[src/rtl/spike_aer_encoder.sv]
// spike_aer_encoder: collects 1-bit neuron spikes and serialises them into
// AER words (index of the neuron that fired) over a valid/ready handshake.
// Pending spikes are held while the consumer stalls; collisions are counted.
module spike_aer_encoder #(
    parameter int unsigned N_NEURONS  = 8,
    parameter int unsigned ADDR_W     = 3,
    parameter int unsigned FIFO_DEPTH = 4
) (
    input  logic                 clk,
    input  logic                 rst_n,
    input  logic [N_NEURONS-1:0] spike_in,
    input  logic                 aer_ready,
    output logic                 aer_valid,
    output logic [ADDR_W-1:0]    aer_addr,
    output logic [7:0]           drop_count,
    output logic                 busy
);

    localparam int unsigned PTR_W = (FIFO_DEPTH > 1) ? $clog2(FIFO_DEPTH) : 1;
    localparam int unsigned CNT_W = $clog2(FIFO_DEPTH + 1);

    logic [N_NEURONS-1:0] pending_q, pending_d;
    logic [ADDR_W-1:0]    mem_q [FIFO_DEPTH];
    logic [PTR_W-1:0]     wr_ptr_q, rd_ptr_q;
    logic [CNT_W-1:0]     cnt_q, cnt_d;
    logic [7:0]           drop_q;

    logic                 found;
    logic [ADDR_W-1:0]    sel_idx;
    logic [N_NEURONS-1:0] sel_onehot;
    logic [N_NEURONS-1:0] clear_mask;
    logic                 full, empty, push, pop, collision;

    // Priority scanner: lowest-index pending bit wins.
    always_comb begin
        found      = 1'b0;
        sel_idx    = '0;
        sel_onehot = '0;
        for (int unsigned i = 0; i < N_NEURONS; i++) begin
            if (pending_q[i] && !found) begin
                found         = 1'b1;
                sel_idx       = ADDR_W'(i);
                sel_onehot[i] = 1'b1;
            end
        end
    end

    // Handshake, push/pop decisions, collision detection and next pending.
    always_comb begin
        empty      = (cnt_q == '0);
        full       = (cnt_q == CNT_W'(FIFO_DEPTH));
        pop        = !empty && aer_ready;
        push       = found && (!full || pop);
        clear_mask = push ? sel_onehot : '0;
        collision  = |(spike_in & pending_q & ~clear_mask);
        pending_d  = (pending_q & ~clear_mask) | spike_in;
        cnt_d      = cnt_q;
        if (push && !pop) begin
            cnt_d = cnt_q + CNT_W'(1);
        end else if (pop && !push) begin
            cnt_d = cnt_q - CNT_W'(1);
        end
    end

    // Pending register, FIFO storage/pointers/occupancy and drop counter.
    always_ff @(posedge clk or negedge rst_n) begin
        if (!rst_n) begin
            pending_q <= '0;
            wr_ptr_q  <= '0;
            rd_ptr_q  <= '0;
            cnt_q     <= '0;
            drop_q    <= '0;
            for (int unsigned i = 0; i < FIFO_DEPTH; i++) begin
                mem_q[i] <= '0;
            end
        end else begin
            pending_q <= pending_d;
            cnt_q     <= cnt_d;
            if (push) begin
                mem_q[wr_ptr_q] <= sel_idx;
                wr_ptr_q        <= wr_ptr_q + PTR_W'(1);
            end
            if (pop) begin
                rd_ptr_q <= rd_ptr_q + PTR_W'(1);
            end
            if (collision && (drop_q != 8'hFF)) begin
                drop_q <= drop_q + 8'd1;
            end
        end
    end

    // Show-ahead outputs; address forced to zero when nothing is queued.
    always_comb begin
        aer_valid  = (cnt_q != '0);
        aer_addr   = aer_valid ? mem_q[rd_ptr_q] : '0;
        drop_count = drop_q;
        busy       = (pending_q != '0) || aer_valid;
    end

endmodule
[config.mk]
export PLATFORM = sky130hd
export DESIGN_NAME = spike_aer_encoder
export DESIGN_NICKNAME = d
export VERILOG_FILES = /design/src/rtl/spike_aer_encoder.sv
export SDC_FILE = /design/constraint.sdc
export NUM_CORES = 1
export LEC_CHECK = 0
export ABC_AREA = 1
export CAP_MARGIN = 20
export CORE_ASPECT_RATIO = 1.75
export CORE_MARGIN = 5
export CORE_UTILIZATION = 59
export CTS_CLUSTER_DIAMETER = 80
export CTS_CLUSTER_SIZE = 30
export DETAILED_ROUTE_END_ITERATION = 8
export PLACE_DENSITY = 0.95
export SLEW_MARGIN = 20
export SYNTH_ARGS = -nofsm -noshare
export SYNTH_HDL_FRONTEND = slang
export SYNTH_SLANG_ARGS = --single-unit
export TNS_END_PERCENT = 1
[constraint.sdc]
create_clock -name clk -period 4.38 [get_ports clk]
set_input_delay 0.438 -clock clk [delete_from_list [all_inputs] [get_ports clk]]
set_output_delay 0.438 -clock clk [all_outputs]
set_load 0.02 [all_outputs]
==> metrics.md <==
| Metric | Value |
|---|---|
| Deepest clock path buffer count | `2` |
| Delay-heaviest family, CP | `buffers and inverters` |
| Fin. max-slew vios | `0` |
| Nets | `287` |
| Routed Antenna Nets | `0` |
| Diodes inserted | `0` |
| Hpwl dp | `3020 µm` |
| Post-CTS Setup Inserts | `0` |
| Min-delay worst type | `register to register` |
| Global-route wire length before repair | `6980 µm` |
| Max_slew headroom | `70.8%` |
| Tot GR Track Use | `20.7%` |
| Ys flop type | `dfrtp_1` |
| Synth area leader | `dfrtp_1` |
| Vias in the first global route | `1646` |
| Post-synthesis mux area share | `0.581%` |
| Dpl ws | `1.86 ns` |
| RSZ-0062 raised after global routing | `no` |
| DRT iter0 DRCs | `32` |
| Antenna violations before repair | `0` |
| FF+latch count, synth | `35` |
| Mean post-synth cell area | `8.14 µm²` |
| Arr. time, crit path | `1.97 ns` |
| Status | `finished clean` |
| Final Worst Setup Slack | `1.97 ns` |
| Max-Cap Viols | `0` |
| Register area share after synthesis | `45.2%` |
| Util after Layout | `72.5%` |
| Buf/Inv on CP | `2` |
| Cts bufs inserted | `5` |
| Root buffer cell | `clkbuf_8` |
| CP peak stage delay | `0.61 ns` |
| Synth Area in Compound Gates | `10.1%` |
| Via count | `1603` |
| Post-cts repair resize count | `0` |
| Die height | `85.8 µm` |
| CP required | `3.94 ns` |
| Final setup violation count | `0` |
| Mapped Nets | `256` |
| Pleak | `1.19 nW` |
| Synth warn | `0` |
| GRT overflow | `0` |
| Most used cell, CP | `a21oi_1` |
| Startpoint Class | `register` |
| Sum of negative setup slack | `0 ns` |
| Worst-Skew Late Latency | `0.28 ns` |
| Core Rows | `27` |
| Cell Chain, Critical Path | `inv_1 > a21oi_1 > o21ai_0 > a21oi_1 > clkdlybuf4s50_1` |
| Worst setup EP type | `primary output` |
| Largest family of logic cells by synthesized area | `simple AND/OR/NAND/NOR gates` |
| Vias per inst | `5.15` |
| Post-Synth Adder-Cell Area | `4.91%` |
| DIE WIDTH | `53.3 µm` |
| Initial Util | `61.0%` |
| Crit path max fanout | `8` |
| Cell Area, Synth | `0.00194 mm²` |
| Total power | `1.36 mW` |
| Post-Synth XOR/XNOR Area | `3.62%` |
| Worst-margin pin slew | `0.438 ns` |
| Synthesis-to-finish area growth | `18.8%` |
| Post-synth EDFFs | `0` |
| Largest net degree at the start of global routing | `36` |
| P per Cell Area | `592 mW/mm²` |
| Post-synth top area share | `45.2%` |
| Buffers on Ports | `23` |
| # DRC | `0` |
| # hold bufs at CTS | `0` |
| Htree depth | `2` |
| Hold Violations, Final | `0` |
| Post-Synth Simple-Gate Area | `29.4%` |
| Layout cells sized above 1 | `9.33%` |
| Clock Sinks | `35` |
| Post-Syn Instances | `238` |
| DR pass1 iterations | `4` |
| Yosys cell types | `27` |
| Clock transition at path regs | `0.06 ns` |
| Synth area leaders | `dfrtp_1 45%, nand2_1 12%, inv_1 5.6%` |
| Fin crit share | `54.9%` |
| Asr flop ratio synth | `100%` |
| Highest Clock Rate | `416 MHz` |
| Final Critical Period | `2.41 ns` |
| Maximum VDD drop | `0.394 mV` |
| Die ar. | `0.00457 mm²` |
| # IOs | `24` |
| Final Wtd Congestion | `0.790` |
| Core area | `0.00318 mm²` |
| Clock skew | `0.00583 ns` |
| CTS tree | `built` |
| Wire per inst | `12.9 µm` |
| Crit path kind | `register to primary output` |
| CP max stage cell | `clkdlybuf4s50_1` |
| Post-Route WL | `4000 µm` |
## flip-flops by register name, indices dropped and copies added (netlist names)
name and count:
mem_q 12, drop_count 8, pending_q 8, cnt_q 3, rd_ptr_q 2, wr_ptr_q 2
## layout make-up
type / instances / area, µm²
fillers: 249 / 875
well taps: 43 / 53.8
flip-flops and latches: 35 / 876
multi-input cells: 171 / 941
inverters: 32 / 120
clock buffers: 6 / 72.6
repair buffers: 24 / 238
## layout by cell type, fill, tap and decap left out, types with 5 or more instances in the layout
master	n
ha_1	6
xor2_1	7
inv_1	29
a21oi_1	9
clkdlybuf4s50_1	23
nand2_1	62
clkbuf_8	5
nand3_1	19
a21o_1	6
nor2_1	19
dfrtp_1	35
o21ai_0	12
## Yosys cell counts, types with 2 or more instances
master / n
a21o_1: 6
a21o_2: 2
a21oi_1: 9
dfrtp_1: 35
ha_1: 6
inv_1: 29
inv_2: 3
nand2_1: 62
nand2_2: 3
nand2_4: 3
nand3_1: 19
nand4_1: 4
nor2_1: 19
nor2_2: 3
nor2_4: 2
nor3b_1: 2
o21ai_0: 12
o21ai_1: 4
xor2_1: 7
## worst min-delay path, stage by stage, from the launching register on
cell and delay [ns]:
dfrtp_1 0.35, nand2_1 0.05, nand2_1 0.05
## stage by stage
step | std cells | hold slack, ns | cell area [µm²]
6_report | 311 | 0.487 | 2300
3_5_place_dp | 305 | 0.466 | 2230
4_1_cts | 311 | 0.480 | 2300
2_1_floorplan | 238 | 0.142 | 1940
5_1_grt | 311 | 0.508 | 2300
3_3_place_gp | 305 | 0.461 | 2230
## final timing paths
check,end,slack [ns],startpoint,depth (start not counted)
worst max-delay path,aer_addr[2],1.97,rd_ptr_q[0],5
worst min-delay path,mem_q[11],0.49,mem_q[11],2
worst max register to register,cnt_q[1],2.21,pending_q[1],10
worst min register to register,mem_q[11],0.49,mem_q[11],2
max in group asynchronous,mem_q[2],3.49,rst_n,2
min in group asynchronous,cnt_q[1],0.57,rst_n,2
## logic make-up (layout without fill, tap and decap cells)
kind of cell | Yosys count | count (layout)
AOI/OAI and AO/OA | 34 | 34
and+or+nand+nor | 121 | 121
muxes | 1 | 1
adders and majority gates | 7 | 7
buffers and inverters | 32 | 62
DFF | 35 | 35
xor gates and xnor gates | 8 | 8
## power by group
part	switching, mW	internal, mW	leakage (nW)
logic	0.351	0.272	0.733
clock network	0.103	0.106	0.0371
registers	0.102	0.429	0.416
## per-layer routing
layer	up-vias	GRT usage [%]	share of wire [%]	wire, µm
li1	821	-	-	-
met1	725	22.2	38	1520
met2	40	35.8	54	2160
met3	17	4.17	3.3	132
met4	0	12.1	4.8	192
met5	-	0	0	0
Power figures use the tool's default switching activity.
